`src/rtl/audio_pkg.sv`:
```
// Shared constants and helpers for the footstep audio output path.
package audio_pkg;

    // Divider value meaning "no tone"; any tone at or above it is silent.
    localparam logic [31:0] SIL_DIV = 32'd50000000;

    // Amplitude added per volume step.
    localparam logic [15:0] AMP_STEP = 16'h0800;

    // Frame counter width: 512 clk per stereo frame.
    localparam int FRAME_BITS = 9;

    // Slot index width: 16 slots per half-frame.
    localparam int SLOT_BITS = 4;

    // Sample word width.
    localparam int SAMPLE_W = 16;

    // Peak amplitude for a volume setting; 7 * 0x0800 still fits in 16 bits.
    function automatic logic [SAMPLE_W-1:0] amp_of(input logic [2:0] vol);
        return SAMPLE_W'(vol) * AMP_STEP;
    endfunction

endpackage

```
`src/rtl/square_tone_gen.sv`:
```
// One channel of square-wave tone generation: a half-period divider plus a phase
// bit. The phase and volume are turned into a signed 16-bit sample.
module square_tone_gen
    import audio_pkg::*;
(
    input  logic                clk,
    input  logic                rst_n,
    input  logic [31:0]         tone,
    input  logic [2:0]          volume,
    output logic [SAMPLE_W-1:0] sample
);

    logic [31:0]         cnt_q, cnt_d;
    logic                ph_q, ph_d;
    logic [31:0]         tone_q, tone_d;
    logic                silent;
    logic [SAMPLE_W-1:0] amp;

    // Divider/phase next state; a tone change restarts the count without touching phase.
    always_comb begin
        silent = (tone == 32'd0) || (tone >= SIL_DIV);
        cnt_d  = cnt_q + 32'd1;
        ph_d   = ph_q;
        tone_d = tone;
        if (silent) begin
            cnt_d = 32'd0;
            ph_d  = 1'b0;
        end else if (tone != tone_q) begin
            cnt_d = 32'd0;
        end else if (cnt_q == tone) begin
            cnt_d = 32'd0;
            ph_d  = ~ph_q;
        end
    end

    // Divider, phase and registered tone copy.
    always_ff @(posedge clk or negedge rst_n) begin
        if (!rst_n) begin
            cnt_q  <= 32'd0;
            ph_q   <= 1'b0;
            tone_q <= 32'd0;
        end else begin
            cnt_q  <= cnt_d;
            ph_q   <= ph_d;
            tone_q <= tone_d;
        end
    end

    // Sample is +amp on the high phase and -amp on the low phase; silence forces zero.
    always_comb begin
        amp = amp_of(volume);
        if (silent) begin
            sample = '0;
        end else if (ph_q) begin
            sample = amp;
        end else begin
            sample = SAMPLE_W'(0) - amp;
        end
    end

endmodule

```
`src/rtl/footstep_audio_out.sv`:
```
// Footstep audio output: two square-wave tone channels serialised onto a 16-bit
// stereo I2S link. All link clocks are bits of one free-running frame counter.
module footstep_audio_out
    import audio_pkg::*;
(
    input  logic        clk,
    input  logic        rst_n,
    input  logic [31:0] toneL,
    input  logic [31:0] toneR,
    input  logic [2:0]  volume,
    output logic        audio_mclk,
    output logic        audio_lrck,
    output logic        audio_sck,
    output logic        audio_sdin
);

    localparam logic [FRAME_BITS-1:0] FRAME_LAST = '1;

    logic [FRAME_BITS-1:0] fc_q, fc_d;
    logic [SAMPLE_W-1:0]   sample_l, sample_r;
    logic [SAMPLE_W-1:0]   word_l_q, word_l_d;
    logic [SAMPLE_W-1:0]   word_r_q, word_r_d;
    logic                  r_lsb_q, r_lsb_d;
    logic                  sdin_q, sdin_d;
    logic [SLOT_BITS-1:0]  slot;
    logic [SLOT_BITS-1:0]  bit_idx;

    square_tone_gen u_tone_l (
        .clk    (clk),
        .rst_n  (rst_n),
        .tone   (toneL),
        .volume (volume),
        .sample (sample_l)
    );

    square_tone_gen u_tone_r (
        .clk    (clk),
        .rst_n  (rst_n),
        .tone   (toneR),
        .volume (volume),
        .sample (sample_r)
    );

    // Frame counter simply wraps; the 511 -> 0 edge is also the word-latch edge.
    always_comb begin
        fc_d = fc_q + FRAME_BITS'(1);
    end

    // Latch both samples once per frame and keep the outgoing right LSB for the next left slot 0.
    always_comb begin
        word_l_d = word_l_q;
        word_r_d = word_r_q;
        r_lsb_d  = r_lsb_q;
        if (fc_q == FRAME_LAST) begin
            word_l_d = sample_l;
            word_r_d = sample_r;
            r_lsb_d  = word_r_q[0];
        end
    end

    // Serial bit for the slot fc is about to enter; 16 - slot selects bits 15..1 for slots 1..15.
    // At the wrap edge r_lsb_q is being updated, so left slot 0 reads the live right LSB instead.
    always_comb begin
        slot    = fc_d[FRAME_BITS-2 -: SLOT_BITS];
        bit_idx = SLOT_BITS'(0) - slot;
        sdin_d  = 1'b0;
        if (!fc_d[FRAME_BITS-1]) begin
            if (slot == '0) begin
                sdin_d = (fc_q == FRAME_LAST) ? word_r_q[0] : r_lsb_q;
            end else begin
                sdin_d = word_l_q[bit_idx];
            end
        end else begin
            if (slot == '0) begin
                sdin_d = word_l_q[0];
            end else begin
                sdin_d = word_r_q[bit_idx];
            end
        end
    end

    // Frame counter, latched words and serial data register.
    always_ff @(posedge clk or negedge rst_n) begin
        if (!rst_n) begin
            fc_q     <= '0;
            word_l_q <= '0;
            word_r_q <= '0;
            r_lsb_q  <= 1'b0;
            sdin_q   <= 1'b0;
        end else begin
            fc_q     <= fc_d;
            word_l_q <= word_l_d;
            word_r_q <= word_r_d;
            r_lsb_q  <= r_lsb_d;
            sdin_q   <= sdin_d;
        end
    end

    assign audio_mclk = fc_q[1];
    assign audio_sck  = fc_q[3];
    assign audio_lrck = fc_q[FRAME_BITS-1];
    assign audio_sdin = sdin_q;

endmodule

```
`config.mk`:
```
export PLATFORM = sky130hd
export DESIGN_NAME = footstep_audio_out
export DESIGN_NICKNAME = d
export VERILOG_FILES = /design/src/rtl/audio_pkg.sv /design/src/rtl/square_tone_gen.sv /design/src/rtl/footstep_audio_out.sv
export SDC_FILE = /design/constraint.sdc
export NUM_CORES = 1
export LEC_CHECK = 0
export BUFFER_PORTS_ARGS = -buffer_cell sky130_fd_sc_hd__clkbuf_2
export CAP_MARGIN = 20
export CORE_ASPECT_RATIO = 1.1
export CORE_MARGIN = 2
export CORE_UTILIZATION = 54
export CTS_CLUSTER_DIAMETER = 80
export DETAILED_ROUTE_END_ITERATION = 10
export PLACE_DENSITY = 0.87
export SYNTH_ARGS = -nofsm -noshare
export SYNTH_HDL_FRONTEND = slang
export SYNTH_SLANG_ARGS = --single-unit
export TNS_END_PERCENT = 10
```
`constraint.sdc`:
```
create_clock -name clk -period 2.18 [get_ports clk]
set_input_delay 0.436 -clock clk [delete_from_list [all_inputs] [get_ports clk]]
set_output_delay 0.436 -clock clk [all_outputs]
set_load 0.01 [all_outputs]
```
Yosys cells after proc, flatten, opt, wreduce, memory -nomap -nowiden

Index checks and enable logic that the tools add are counted.

Bits in registers: 173
Word-level logic and storage cells: 61

Mux-type cells: 24
Eq/ne operators: 7
Bitwise operators: 2
Reductions and logical operators: 9
$add $sub $neg: 5
Magnitude comparators: 3

Operators by type and width:

| cell                  | count |
|---|---|
| $mux 32               | 6 |
| $add 32x1->32 const B | 2 |
| $eq 32x32->1          | 2 |
| $ge 32x26->1 const B  | 2 |
| $logic_not 32->1      | 2 |
| $mux 16               | 4 |
| $ne 32x32->1          | 2 |
| $sub 1x14->15 const A | 1 |
| $mux 1                | 12 |
| $add 9x1->9 const B   | 1 |
| $eq 9x9->1 const B    | 1 |
| $bmux 1 s4            | 2 |
| $lt 4x5->1 const B    | 1 |
| $logic_not 4->1       | 1 |
| $ne 2x1->1 const B    | 2 |
| $reduce_and 2->1      | 2 |
| $reduce_bool 2->1     | 2 |
| $sub 1x4->4 const A   | 1 |
| $logic_or 1x1->1      | 2 |
| $not 1->1             | 2 |

Longest topological paths before layout

Depth in word-level cells: 6
Depth in mapped cells: 10

Cells and area by module

A second synthesis with hierarchy kept.

Cell total of the unflattened synthesis: 812
Area total of the unflattened synthesis: 8,869.8 sq um

Modules (own cells, without submodules):

| module             | area an instance (sq um) | cells an instance | sequential area each (sq um) | times used |
|---|---|---|---|---|
| square_tone_gen    | 3,377.0                  | 322               | 1,626.6                      | 2 |
| footstep_audio_out | 2,115.8                  | 168               | 1,076.0                      | 1 |

Worst setup path before layout

No wires, ideal clock.

Path type: register to register
Start: reg fc_q[1]
End: reg sdin_q (netlist: audio_sdin)
Cell stages (with the launch flop): 11
Data arrival time: 2.384 ns
Path slack: -0.285 ns
Required time: 2.100 ns
Period minus slack after synthesis: 2.465 ns
Cells stage by stage: dfrtp_1 -> ha_1 -> and3_1 -> xor2_2 -> inv_1 -> ha_1 -> mux2i_1 -> mux2i_1 -> nand3_1 -> a2111o_1 -> o211ai_2

Longest elaborated chain between the ends: 6

RTL lines:

| element                       | RTL line                                           | RTL |
|---|---|---|
| from (decl)                   | footstep_audio_out.sv:19                           | `logic [FRAME_BITS-1:0] fc_q, fc_d;` |
| from (signal assigned)        | footstep_audio_out.sv:85                           | `fc_q <= '0;` |
| from (signal assigned)        | footstep_audio_out.sv:91                           | `fc_q <= fc_d;` |
| $add 9x1->9 *                 | footstep_audio_out.sv:46                           | `fc_d = fc_q + FRAME_BITS'(1);` |
| $sub 1x4->4 *                 | footstep_audio_out.sv:65                           | `bit_idx = SLOT_BITS'(0) - slot;` |
| net bit_idx[0]                | footstep_audio_out.sv:26                           | `logic [SLOT_BITS-1:0] bit_idx;` |
| $bmux 1 s4 (on tied branches) | footstep_audio_out.sv:71, footstep_audio_out.sv:77 |  |
| $mux 1 (on tied branches)     | footstep_audio_out.sv:71, footstep_audio_out.sv:77 |  |
| $mux 1 (on tied branches)     | footstep_audio_out.sv:68, footstep_audio_out.sv:74 |  |
| $mux 1 *                      | footstep_audio_out.sv:67                           | `if (!fc_d[FRAME_BITS-1]) begin` |
| net sdin_d                    | footstep_audio_out.sv:24                           | `logic sdin_q, sdin_d;` |
| to (signal assigned)          | footstep_audio_out.sv:95                           | `sdin_q <= sdin_d;` |
| to (decl)                     | footstep_audio_out.sv:24                           |  |

Mark *: on every way through the listed nets, which the timed path passes. The rest lies on a longest branch. The select of a mux whose other input is x is not followed.
A chain may end at the register's enable or synchronous reset.

Final worst setup path

Start: reg fc_q[0]
End: reg sdin_q (netlist: audio_sdin)

The elaborated chain is that of the path after synthesis.

==> results.tsv <==
stage	metric	value	unit
final_layout	share of layout cells above drive strength 1	19.4	%
sta	Hold Violations, Final	0	
sta	clk_skew	0.0110	ns
sta	final setup margin	-0.0625	ns
power_and_ir_drop	Sequential Power Share	45.7	%
cts	worst-case clock buffer depth	2	
final_layout	ANT cells	0	
routing	Routed Antenna Nets	0	
critical_path	Critical Path AT	2.59	ns
floorplanning	Initial Utilization	55.7	%
critical_path	Crit-path slowest cell	dfrtp_1	
hold_path	Hold Path Class	input pin to register	
sta	RSZ-0062 raised after global routing	yes	
critical_path	critical path type	register to register	
critical_path	CP Launch Type	register	
placement	Final GP Congestion	0.923	
yosys	largest family of logic cells by synthesized area	XOR/XNOR gates	
power_and_ir_drop	P_int	0.00470	W
power_and_ir_drop	Leakage	4.10	nW
run	Max Cap Viol	0	
yosys	syn avg cell area	10.6	um2
yosys	count leader, synth	xor2_1	
global_route	global-route usage over all layers	25.9	%
yosys	Synth Area in Compound Gates	3.68	%
routing	mean number of vias per cell	5.74	
yosys	Synth top cells by count	xor2_1, dfrtp_1, nor2_1	
routing	TritonRoute pass-1 iters	4	
yosys	Mapped Cells	702	
critical_path	crit-path most repeated cell	mux2i_1	
yosys	Mapped Nets	777	
global_route	vias in the first global route	5916	
status	failing checks	setup timing	
power_and_ir_drop	VDD IR-drop max	533	uV
yosys	biggest area consumer among synthesized cells	dfrtp_1	
critical_path	Top delay family on crit path	compound AO/OA/AOI/OAI gates	
final_layout	nets	897	
global_route	largest net degree at the start of global routing	56	
yosys	Simple-Gate Fraction of Synth Area	19.1	%
routing	Starting DRT DRC Count	615	
critical_path	crit path capture type	register	
sta	Final Setup Violations	1	
cts	total CTS buffers	17	
yosys	sequential element share of the synthesized area	50.3	%
sta	pins over their slew limit	0	
yosys	dominant synthesized flop cell	dfrtp_1	
placement	I/O Buffers	72	
sta	relative slew slack	64.2	%
floorplanning	die width	116	um
cts	htree depth	4	
sta	final setup TNS	-0.0625	ns
yosys	Post-Synth Adder-Cell Area	1.01	%
yosys	Yosys reg bits	149	
sta	period utilization	103	%
power_and_ir_drop	Pwr per Cell Area	697	nW/um2
yosys	Post-synth ARST share	100	%
global_route	first-pass GRT wire length	29.4	mm
critical_path	worst path required time	2.52	ns
power_and_ir_drop	Total Power	0.00624	W
cts	clk slew on worst S/H paths	0.07	ns
floorplanning	CORE AREA	13300	um2
yosys	largest cells by area after synthesis	dfrtp_1, xor2_1, nor4_1, nor2_1, nand4_1	
final_layout	P&R area growth vs syn	20.7	%
yosys	proportion of synthesized area in mux cells	0.709	%
floorplanning	I/O Pins	73	
final_layout	Final Util	67.2	%
global_route	initial antenna violation count	0	
placement	Post-DP HPWL	12.7	mm
global_route	gr ovfl total	0	
critical_path	CP Max Fanout	4	
cts	CTS tree	done	
routing	DR DRC count	0	
sta	worst slew pin tran	0.537	ns
yosys	Distinct cells, synth	49	
routing	Routed WL	18.2	mm
sta	fin crit period	2.24	ns
power_and_ir_drop	Clk pwr share	47.3	%
cts	Root Driver	clkbuf_16	
sta	FMAX	446	MHz
power_and_ir_drop	switching fraction of total power	24.7	%
critical_path	CP max stage delay	0.38	ns
cts	clk_lat worst skew	0.43	ns
final_layout	Fill cells	994	
yosys	Ys Warns	0	
yosys	Post-synth EDFFs	0	
critical_path	WP buf/inv	1	
routing	routed len/inst	17.9	um
critical_path	R2R setup slack	-0.06	ns
cts	CTS Sinks	149	
critical_path	worst-path cell chain	ha_2 -> and3_4 -> xor2_4 -> inv_2 -> ha_4 -> mux2i_1 -> mux2i_1 -> a32oi_1 -> o32a_1 -> o211ai_2	
power_and_ir_drop	P_sw	0.00154	W
yosys	post-synthesis cell area	7420	um2
yosys	Yosys top cell area share	50.3	%
floorplanning	Die H	127	um
status	status	finished with violations	
floorplanning	row cnt	44	
floorplanning	die area	14700	um2
power_and_ir_drop	Logic pwr share	7.0	%
yosys	Synth Area in XOR/XNOR	23.4	%
routing	routed vias	5852	
-- per-stage QoR --
| step | setup slack (ns) | std cells | hold WS (ns) | area (um2) |
|---|---|---|---|---|
| 6_report | -0.0625 | 1019 | 0.182 | 8950 |
| 4_1_cts | -0.0705 | 1017 | 0.169 | 8910 |
| 3_5_place_dp | -0.0704 | 983 | 0.429 | 8300 |
| 2_1_floorplan | -0.0642 | 702 | 0.140 | 7450 |
| 5_1_grt | -0.191 | 1019 | 0.175 | 8950 |
| 3_3_place_gp | -0.0403 | 983 | 0.429 | 8300 |
-- layout by cell type, fill, tap and decap left out, types with 2 or more instances in the layout --
cell and instances:
nor4_1 48, nor3_1 5, inv_1 21, buf_12 4
clkbuf_16 17, ha_1 4, nand4b_1 3, o21ai_1 4
a21oi_1 4, and3_1 14, or2_2 3, xnor2_1 22
xor2_1 173, bufinv_16 2, and2_1 7, nand4_1 31
o22ai_1 6, clkbuf_2 71, o31ai_1 2, nor2_1 82
o21ai_0 2, dfrtp_1 149, nor3b_1 2, nand3_1 25
clkinv_4 2, mux2i_1 3, and4_1 3, mux2_2 2
inv_6 6, o211a_1 2, nand2b_1 2, a211oi_1 3
o32ai_1 2, nor3_2 3, buf_4 34, nor4_2 2
clkinvlp_4 3, o21a_1 3, nand2_1 39
-- registers in the layout, summed over array words and instances (netlist names) --
name,cells
u_tone_l.ph_q,1
u_tone_r.cnt_q,32
word_l_q,4
r_lsb_q,1
fc_q,9
audio_sdin,1
u_tone_r.ph_q,1
u_tone_r.tone_q,32
u_tone_l.tone_q,32
word_r_q,4
u_tone_l.cnt_q,32
-- final cells by class --
class | instances | area, um2 | share of cell area, %
Timing Repair Buffer | 111 | 712 | 7.95
Multi-Input combinational cell | 521 | 3600 | 40.3
Clock inverter | 15 | 169 | 1.89
Tap cell | 184 | 230 | 2.57
Inverter | 22 | 82.6 | 0.923
Clock buffer | 17 | 425 | 4.75
Sequential cell | 149 | 3730 | 41.7
-- path summary, 6_finish.rpt --
check / start / end / depth (start not counted)
worst max-delay path: fc_q[0] / audio_sdin / 10
worst min-delay path: toneR[7] / u_tone_r.tone_q[7] / 1
worst max register to register: fc_q[0] / audio_sdin / 10
worst min register to register: r_lsb_q / r_lsb_q / 2
max in group asynchronous: rst_n / u_tone_l.tone_q[3] / 3
min in group asynchronous: rst_n / u_tone_r.cnt_q[5] / 2
-- layer usage --
| layer | track usage [%] | vias to the layer above | wire [um] |
|---|---|---|---|
| li1 | - | 2666 | - |
| met1 | 32.8 | 2860 | 7410 |
| met2 | 42.8 | 270 | 9120 |
| met3 | 6.26 | 56 | 1200 |
| met4 | 10.6 | 0 | 518 |
| met5 | 0 | - | 0 |
-- logic make-up (layout without fill, tap and decap cells) --
group           Yosys count  in the layout
compound gates           38             38
xor+xnor                197            197
fa+ha+maj                 6              6
buf+inv                  32            165
flops                   149            149
mux                       5              5
simple gates            275            275
-- what timing repair did --
| item | 4_1_cts | 5_1_grt |
|---|---|---|
| pin swaps | 2 | 2 |
| endpoints found under the setup margin | 1 | 15 |
| setup buffers | 1 | 2 |
| gates resized for setup | 0 | 5 |
| endpoints found under the hold margin | 51 | 0 |
| hold buffers | 1 | 0 |
-- power groups by stage --
| stage | Clock, W | Combinational (W) | Sequential (W) |
|---|---|---|---|
| after floorplan | 0 | 0.000145 | 0.00290 |
| after global placement | 0 | 0.000412 | 0.00290 |
| after detailed placement | 0 | 0.000421 | 0.00290 |
| after CTS | 0.00298 | 0.000434 | 0.00285 |
| after global routing | 0.00311 | 0.000475 | 0.00286 |
| final | 0.00295 | 0.000436 | 0.00285 |
Note: power is estimated with default switching activity, not from simulation.
